File: src/rtl/conv_encoder_tx.sv
// conv_encoder_tx
//   Rate-1/2, K=3 convolutional encoder with valid/ready handshakes on both sides.
//   Takes one information bit per input handshake and emits one 2-bit code symbol
//   per output handshake through a single registered output stage. Frames are
//   delimited by in_last.
//
//   Build option CONV_ENC_TAIL_EN:
//     defined   - two zero tail symbols (TAIL1, TAIL2) follow each frame so the
//                 trellis ends in state 00; out_last marks the second tail symbol.
//     undefined - no tail; out_last marks the symbol of the in_last bit and the
//                 shift register is cleared when that bit is accepted.
//
// Parameters
//   G0, G1   generator taps {input, s[1], s[0]} for out_sym[1] / out_sym[0]
//   CNT_W    width of sym_count
//
// Ports
//   clk, rst_n            clock, asynchronous active-low reset
//   in_valid/in_ready     input handshake; in_bit, in_last qualified by in_valid
//   out_valid/out_ready   output handshake; out_sym = {G0 parity, G1 parity}
//   out_last              final symbol of the frame
//   enc_state             shift register s[1:0], s[1] newest bit
//   sym_count             symbols handshaken in this frame, saturating
module conv_encoder_tx #(
  parameter logic [2:0]  G0    = 3'b111,
  parameter logic [2:0]  G1    = 3'b101,
  parameter int unsigned CNT_W = 8
) (
  input  logic             clk,
  input  logic             rst_n,
  input  logic             in_valid,
  output logic             in_ready,
  input  logic             in_bit,
  input  logic             in_last,
  output logic             out_valid,
  input  logic             out_ready,
  output logic [1:0]       out_sym,
  output logic             out_last,
  output logic [1:0]       enc_state,
  output logic [CNT_W-1:0] sym_count
);

  // Output register can take a new symbol when empty or draining this cycle.
  logic       slot_free;
  logic       load;
  logic       u;
  logic       last_nxt;
  logic [1:0] state_nxt;
  logic [2:0] r;
  logic [1:0] sym_nxt;

  assign slot_free = !out_valid || out_ready;

`ifdef CONV_ENC_TAIL_EN
  typedef enum logic [1:0] {ENC, TAIL1, TAIL2} fsm_t;

  fsm_t fsm, fsm_nxt;

  always_ff @(posedge clk or negedge rst_n) begin
    if (!rst_n) begin
      fsm <= ENC;
    end else begin
      fsm <= fsm_nxt;
    end
  end

  always_comb begin
    fsm_nxt  = fsm;
    in_ready = 1'b0;
    load     = 1'b0;
    u        = 1'b0;
    last_nxt = 1'b0;
    case (fsm)
      ENC: begin
        in_ready = slot_free;
        load     = in_valid && slot_free;
        u        = in_bit;
        if (load && in_last) begin
          fsm_nxt = TAIL1;
        end
      end
      TAIL1: begin
        load = slot_free;
        if (slot_free) begin
          fsm_nxt = TAIL2;
        end
      end
      TAIL2: begin
        load     = slot_free;
        last_nxt = 1'b1;
        if (slot_free) begin
          fsm_nxt = ENC;
        end
      end
      default: fsm_nxt = ENC;
    endcase
    state_nxt = {u, enc_state[1]};
  end
`else
  always_comb begin
    in_ready  = slot_free;
    load      = in_valid && slot_free;
    u         = in_bit;
    last_nxt  = in_last;
    // Clearing on the last bit makes every frame start from state 00.
    state_nxt = in_last ? 2'b00 : {u, enc_state[1]};
  end
`endif

  always_comb begin
    r       = {u, enc_state};
    sym_nxt = {^(r & G0), ^(r & G1)};
  end

  always_ff @(posedge clk or negedge rst_n) begin
    if (!rst_n) begin
      out_valid <= 1'b0;
      out_sym   <= 2'b00;
      out_last  <= 1'b0;
      enc_state <= 2'b00;
      sym_count <= '0;
    end else begin
      if (load) begin
        out_valid <= 1'b1;
        out_sym   <= sym_nxt;
        out_last  <= last_nxt;
        enc_state <= state_nxt;
      end else if (out_ready) begin
        out_valid <= 1'b0;
        out_last  <= 1'b0;
      end
      if (out_valid && out_ready) begin
        if (out_last) begin
          sym_count <= '0;
        end else if (sym_count != '1) begin
          sym_count <= sym_count + CNT_W'(1);
        end
      end
    end
  end

endmodule
File: config.mk
export PLATFORM = sky130hd
export DESIGN_NAME = conv_encoder_tx
export DESIGN_NICKNAME = d
export VERILOG_FILES = /design/src/rtl/conv_encoder_tx.sv
export SDC_FILE = /design/constraint.sdc
export NUM_CORES = 1
export LEC_CHECK = 0
export CAP_MARGIN = 5
export CORE_MARGIN = 2
export CORE_UTILIZATION = 25
export DETAILED_ROUTE_END_ITERATION = 6
export GPL_ROUTABILITY_DRIVEN = 0
export SYNTH_ARGS = -nofsm -noshare
export SYNTH_HDL_FRONTEND = slang
export SYNTH_SLANG_ARGS = --single-unit
File: constraint.sdc
create_clock -name clk -period 1.6 [get_ports clk]
set_input_delay 0.32 -clock clk [delete_from_list [all_inputs] [get_ports clk]]
set_output_delay 0.32 -clock clk [all_outputs]
set_load 0.05 [all_outputs]
* After elaboration in Yosys (flattened, before gate mapping)
Cells that the tools add are included.
** Word-level totals
- Flip-flop bits (word level) :: 14
- Input port bits :: 6
- Output and inout bits :: 15
- Word-level logic and storage cells :: 22
** Cells by class
- Add/sub/neg operators :: 1
- Equal/unequal tests :: 1
- Muxes and demuxes :: 6
- Reduce and logical (&&, ||, !) cells :: 9
** Operators by type and width (count)
- 2-to-1 mux 8 bit :: 2
- adder 8 x 1 -> 8 bit, second input constant :: 1
- != test 8 bit, second input constant :: 1
- XOR reduction 3 bit :: 2
- nonzero test 2 bit :: 2
- 2-to-1 mux 1 bit :: 3
- logical AND 1 bit :: 2
- 2-to-1 mux 2 bit :: 1
- AND reduction 2 bit :: 1
- zero test 1 bit :: 1
- logical OR 1 bit :: 1

* Logic depth before layout (Yosys ltp)
Gate-level depths: netlist of run 1.
- Depth after elaboration :: 4
- Depth in mapped cells :: 4
- Depth with buffers taken out :: 4

* Worst setup path before layout of run 1
Ideal clock, no wire load.
- Kind :: reg2reg
- Start point :: register out_valid
- End point :: register enc_state[0]
- Library setup time :: 125 ps
- Arrival time :: 1742 ps
- Required time :: 1475 ps
- Setup slack :: -267 ps
- Stages on the path, launching flop included :: 4
- Path buffers :: 0
- Period minus slack after synthesis :: 1867 ps
- Cells stage by stage :: dfrtp_1 nand2b_1 nand2_1 mux2_2
** On the way
- Cells in the longest elaborated chain, start to end :: 3
** RTL lines
- from (decl) :: line 35 : output logic out_valid,
- from (signal assigned) :: line 117 : out_valid <= 1'b0;
- from (signal assigned) :: line 124 : out_valid <= 1'b1;
- from (signal assigned) :: line 129 : out_valid <= 1'b0;
- zero test 1 bit :: line 52 : assign slot_free = !out_valid || out_ready;
- logical OR 1 bit :: line 52
- net in_ready :: line 32 : output logic in_ready,
- logical AND 1 bit :: line 102 : load = in_valid && slot_free;
- to (signal assigned) :: line 127 : enc_state <= state_nxt;
- to (decl) :: line 39 : output logic [1:0] enc_state,
The timed path passes the listed nets, and every way through them passes these cells.
A chain may end at the register's enable or synchronous reset.

* Worst setup path in the final report of run 1
- Start point :: register sym_count[0]
- End point :: register sym_count[0]
** On the way
- Cells in the longest elaborated chain, start to end :: 3
- Elaborated cells between the ends (all ways) :: 6
- Those cells by class :: add/sub: 1; eq/ne: 1; mux: 2; reduce/logical: 2
** RTL lines
- from (decl) :: line 40 : output logic [CNT_W-1:0] sym_count
- from (signal assigned) :: line 136 : sym_count <= sym_count + CNT_W'(1);
- adder 8 x 1 -> 8 bit or != test 8 bit (tied branches) :: line 136, 135
- 2-to-1 mux 8 bit or nonzero test 2 bit (tied branches)
- 2-to-1 mux 8 bit or AND reduction 2 bit (tied branches)
Several ways; a longest one is shown, not always the timed one. The select of a mux whose other input is x is not followed.

==> results of run 1 <==
[path summary, 6_finish.rpt]
check | startpoint | end | slack, ps | cells after the start
min in group asynchronous | rst_n | out_sym[0] | 350 | 2
worst min-delay path | out_ready | out_last | 320 | 2
worst max register to register | sym_count[0] | sym_count[0] | 120 | 4
worst min register to register | out_sym[1] | out_sym[1] | 510 | 1
worst max-delay path | sym_count[0] | sym_count[0] | 120 | 4
max in group asynchronous | rst_n | sym_count[1] | 1060 | 2
[timing repair]
| action | CTS | global route |
|---|---|---|
| endpoints found under the setup margin | 0 | 1 |
| setup buffers | 0 | 0 |
| gates resized for setup | 0 | 1 |
| endpoints found under the hold margin | 0 | 0 |
[sequential cells by signal (all words and copies together), names as in the netlist]
| signal | cells |
|---|---|
| out_sym | 2 |
| out_valid | 1 |
| enc_state | 2 |
| sym_count | 8 |
| out_last | 1 |
[routing by layer]
metal	vias to the layer above	share of wire [%]	routed length, µm
met2	20	50	983
met1	340	43	854
met3	3	5.3	105
met4	0	1.4	28
met5	-	0	0
li1	344	-	-
[power by group]
| group | internal, mW | leakage (nW) | switching [mW] | total, mW |
|---|---|---|---|---|
| Clock | 0.0875 | 0.0138 | 0.117 | 0.204 |
| Combinational | 0.367 | 0.322 | 0.417 | 0.784 |
| Sequential | 0.427 | 0.168 | 0.109 | 0.536 |
| Total | 0.881 | 0.504 | 0.643 | 1.52 |
[cell usage in the layout (no fill, tap or decap), types with 2 or more instances in the layout]
cell type / count
a221o_1: 3
buf_12: 12
clkbuf_4: 3
nand3_1: 2
nand4_1: 2
dfrtp_2: 4
clkdlybuf4s50_1: 4
xor2_1: 2
buf_4: 10
a21oi_1: 3
inv_1: 3
a211oi_1: 3
dfrtp_1: 10
mux2_2: 4
nand2_1: 5
nor2b_1: 6
nor2_1: 2
[worst max-delay path: cells and delay by family (launching register included)]
kind	cells	cell delay, ps
simple gates	1	260
fa+ha+maj	1	190
flops	1	430
compound gates	2	540
[cell type report]
| cell class | count | area, µm² | share of cell area (%) |
|---|---|---|---|
| inverters | 3 | 11.3 | 0.928 |
| well taps | 33 | 41.3 | 3.40 |
| repair buffers | 27 | 368 | 30.3 |
| clock buffers | 3 | 22.5 | 1.86 |
| multi-input cells | 54 | 415 | 34.2 |
| flip-flops and latches | 14 | 355 | 29.3 |
[Yosys cell counts]
cell type  number
a41o_1          1
nand2b_1        2
o31ai_1         1
o2111a_1        1
buf_2           1
a31oi_1         1
nand3_1         2
or2b_1          1
nor2_1          2
o21ai_0         1
nand4_1         2
o311ai_1        1
a221o_1         3
and3_4          1
nor4_1          1
o41ai_1         1
a211oi_1        3
a2bb2oi_1       1
clkbuf_1        2
nand3_2         1
xor2_1          2
a21oi_1         3
and2_1          1
dfrtp_1        14
nor2b_1         6
a2111oi_0       1
mux2_2          4
and4_2          1
inv_1           3
nand2_1         5
a41oi_1         1
ha_1            1
or4b_1          1
o2111ai_1       1
nor3_1          1
[per-stage QoR]
step,std cells,setup slack (ps),utilization [%]
2_1_floorplan,74,3.38,-
3_3_place_gp,131,-21.4,39.6
3_5_place_dp,131,-61.6,39.6
4_1_cts,134,10.8,40.3
5_1_grt,134,32.6,40.4
6_report,134,119,40.4
[cell families after synthesis]
kind of cell / count (synthesis)
buffers and inverters: 6
AND/OR/NAND/NOR: 27
XOR/XNOR: 2
flip-flops: 14
adder cells (fa/ha/maj): 1
multiplexers: 4
AO/OA/AOI/OAI: 20
==> flow_summary.toml, run 1 <==
[run_status]
status = "finished clean"

[detailed_routing]
drtIter0Drc = 17
vias_per_cell = 5.28
drc_errors = 0
drt-total-wl_um = 1970
drt-pass1-iter-count = 4
wl_per_cell_um = 14.7
vias = 707
antenna_left = 0

[power_and_ir_drop]
finalPower_mw = 1.52
peakVddDrop_mv = 0.411
leakage_nw = 0.504
p_per_area_nw_per_um2 = 1260

[sta]
worstMarginPinSlew_ps = 423
fmax_mhz = 675
fin_crit_sh_pct = 92.6
fin_skew_ps = 0.760
hold_viol_final = 0
drv_slew = 0
max_slew_margin_pct = 71.8
hold_slack_ps = 321
fin_crit_ps = 1480
setup_violations = 0
tns_ps = 0
rsz0062_at_grt = "false"

[worst_setup_path]
critical_path.cell_chain = "ha_4 -> and4_2 -> a2111oi_0 -> a221o_1"
critPathMaxFanout = 7
crit_path_top_delay_cell = "dfrtp_2"
worstSetupPathType = "reg -> reg"
arrival_ps = 1710
cp-start-kind = "register"
setup.worst_path.end_class = "register"
slowest_delay_ps = 430
required_ps = 1820

[floorplanning]
dieArea_um2 = 3560
initial_core_util_pct = 25.8
io_pins = 21
die_w_um = 59.7
fp.dieH_um = 59.7
core_um2 = 3000
rows = 20

[placed_design]
portBuffers = 20
place_hpwl_um = 1520
place_area_um2 = 1190

[synth]
syn_inst = 74
yosysTopAreaCell = "dfrtp_1"
synth_top_family_by_area = "simple AND/OR/NAND/NOR gates"
synth_top_area_share_pct = 45.2
synth_warnings = 0
syn_area_um2 = 774
synth-seq-cells = 14
yosysSeqAreaShare_pct = 45.2
synthMuxAreaShare_pct = 5.82
yosys.area_share.adder_pct = 1.62
yosys.area_share.simple_pct = 21.3
yosys-top-cells-area = "dfrtp_1 (45%), mux2_2 (5.8%), nor2b_1 (4.8%)"
synth_cell_type_count = 35
avgSynthCellArea_um2 = 10.5
synth_compound_area_share_pct = 20.7
synthXorXnorAreaFrac_pct = 2.26
syn-num-nets = 81

[cells_and_area]
n_antenna_cell = 0
area_growth_syn_to_layout_pct = 56.7
drive_above_1_share_pct = 37.6
nNetsFinal = 110
design_area_um2 = 1210
fill_cells = 308

[clocking]
clockBufferDepth = 2
clk_latency_ps = 280
clkTransAtPathRegs_ps = 80
cts_hold_buf = 0
cts_tree = "built"
numClockSinks = 14
numCtsBuffers = 3
root_buffer = "clkbuf_4"
h-tree-depth = 1

[grt]
grt_busiest_layer = "met2"
grt_usage_pct = 12.4
overflow = 0
gr-usage-met1_pct = 14.2
antenna_found_initial = 0
grt_pass1_wl_um = 3280
grt_util_met3_pct = 2.16
grt_max_degree = 15
grt_use_met2_pct = 22.5
grt_pass1_vias = 723

[min_path]
min_path_type = "in -> reg"

[job]
drv_cap = 0
Power figures use the tool's default switching activity.
==> run 2, diff against run 1 <==
- HOLD_SLACK_MARGIN: unset -> 0.12
==> results of run 2 <==
No change in the layout: final DEF, timing and power equal those of run 1.
==> run 3, diff against run 2 <==
- CTS_CLUSTER_SIZE: unset -> 28
- PLACE_DENSITY: unset -> 0.61
==> run 3 against run 2 <==
Register-to-register slack about the same. Combinational power increased by 0.9%. Non-clock buffer count increased by 1. Total power increased by 4.1%. Clock power increased by 28%. Flip-flop and latch count unchanged. Sequential power about the same. Via count increased by 2.8%. Utilization increased by 0.75 points. Clock skew increased by 6.9 ps. Worst hold slack got worse by 33 ps. Largest cell class unchanged.
==> flow_summary.toml, run 3 (synthesis results as in run 1) <==
[clocking]
cts_hold_buf = 0
clockBufferDepth = 2
numClockSinks = 14
cts_tree = "built"
root_buffer = "clkbuf_4"
clkTransAtPathRegs_ps = 90
numCtsBuffers = 3
h-tree-depth = 1
clk_latency_ps = 290

[power_and_ir_drop]
leakage_nw = 0.516
p_per_area_nw_per_um2 = 1280
peakVddDrop_mv = 0.457

[grt]
antenna_found_initial = 0
grt_pass1_vias = 742
overflow = 0
grt_pass1_wl_um = 3400
grt_max_degree = 15
grt_usage_pct = 12.8

[sta]
hold_viol_final = 0
max_slew_margin_pct = 71.5
layout_setup_ws_ps = 106
fmax_mhz = 669
drv_slew = 0
worstMarginPinSlew_ps = 427
fin_skew_ps = 7.64
fin_crit_sh_pct = 93.4
setup_violations = 0
fin_crit_ps = 1490
rsz0062_at_grt = "false"

[worst_setup_path]
slowest_delay_ps = 440
arrival_ps = 1730
critPathMaxFanout = 7
cp-start-kind = "register"
worstSetupPathType = "reg -> reg"
setup.worst_path.end_class = "register"
cp_top_family = "compound AO/OA/AOI/OAI gates"
critical_path.cell_chain = "ha_4 -> and4_2 -> a2111oi_1 -> a221o_1"
path_buf_inv = 0
crit_path_top_delay_cell = "dfrtp_2"
reg2reg_setup_slack_ps = 110
required_ps = 1830

[job]
drv_cap = 0

[cells_and_area]
largest_register = "sym_count"
most-common-layout-cells = "buf_12 (12), buf_4 (11), dfrtp_1 (10)"
final_common_cell = "buf_12"
fin_cells = 136
reg_top3 = "sym_count: 8 flops, enc_state: 2 flops, out_sym: 2 flops"
n_antenna_cell = 0
nNetsFinal = 111
drive_above_1_share_pct = 38.8
largest_register_ffs = 8
area_growth_syn_to_layout_pct = 59.6

[min_path]
min_path_type = "in -> reg"

[placed_design]
place_hpwl_um = 1500
pre_cts_slack_ps = -87.4
portBuffers = 20
post-place-cells = 132

[floorplanning]
initial_core_util_pct = 25.8
die_w_um = 59.7
dieArea_um2 = 3560
rows = 20
fp.dieH_um = 59.7
core_um2 = 3000
io_pins = 21

[detailed_routing]
vias = 727
drc_errors = 0
antenna_left = 0
vias_per_cell = 5.35
drt-total-wl_um = 1930
drt-pass1-iter-count = 4
drtIter0Drc = 22
wl_per_cell_um = 14.2

[run_status]
status = "finished clean"
==> run 3: changes by cell type in the layout (fill, tap and decap cells not counted), sizes merged <==
cell,before,now
buf,22,23
clkbuf,3,4
==> run 3: what timing repair did <==
action / 4_1_cts / 5_1_grt
endpoints found under the hold margin: 0 / 0
setup buffers: 0 / 0
setup endpoints to repair: 0 / 2
gates resized for setup: 0 / 2
==> run 3: layer usage <==
| layer | routed length (µm) | part of all wire, % | vias to the layer above | track usage, % |
|---|---|---|---|---|
| met5 | 0 | 0 | - | 0 |
| met4 | 40 | 2.1 | 0 | 6.98 |
| met3 | 141 | 7.3 | 4 | 2.38 |
| met2 | 953 | 49 | 31 | 21.1 |
| met1 | 798 | 41 | 348 | 15.7 |
| li1 | - | - | 344 | - |
==> run 3: worst paths after layout <==
| path | start | to | depth (start not counted) |
|---|---|---|---|
| worst max-delay path | sym_count[0] | sym_count[0] | 4 |
| worst min-delay path | out_ready | out_last | 2 |
| worst max register to register | sym_count[0] | sym_count[0] | 4 |
| worst min register to register | out_sym[0] | out_sym[0] | 1 |
| max in group asynchronous | rst_n | out_valid | 2 |
| min in group asynchronous | rst_n | sym_count[4] | 2 |
==> run 3: area by class of cell <==
cell class                 instances  area (µm²)
clock buffer                       4        36.3
timing repair buffer              28         375
fill                             304        1770
tap                               33        41.3
sequential                        14         355
inverter                           3        11.3
multi-input combinational         54         417
==> run 3: where the power goes <==
group          internal [mW]  total [mW]  switching [mW]  leakage [nW]
clock                  0.139       0.261           0.122        0.0210
combinational          0.373       0.791           0.418         0.327
sequential             0.427       0.535           0.109         0.168
total                  0.938        1.59           0.649         0.516
==> run 3: per-stage QoR <==
step           power (mW)  hold slack, ps  TNS (ps)  area (µm²)  utilization (%)
6_report             1.59             288         0        1240             41.2
5_1_grt              1.69             313         0        1240             41.2
4_1_cts              1.61             327         0        1230             41.0
3_5_place_dp         1.34             500      -187        1200             39.8
3_3_place_gp         1.32             491     -33.6        1200             39.8
2_1_floorplan       0.940            24.4         0         795                -
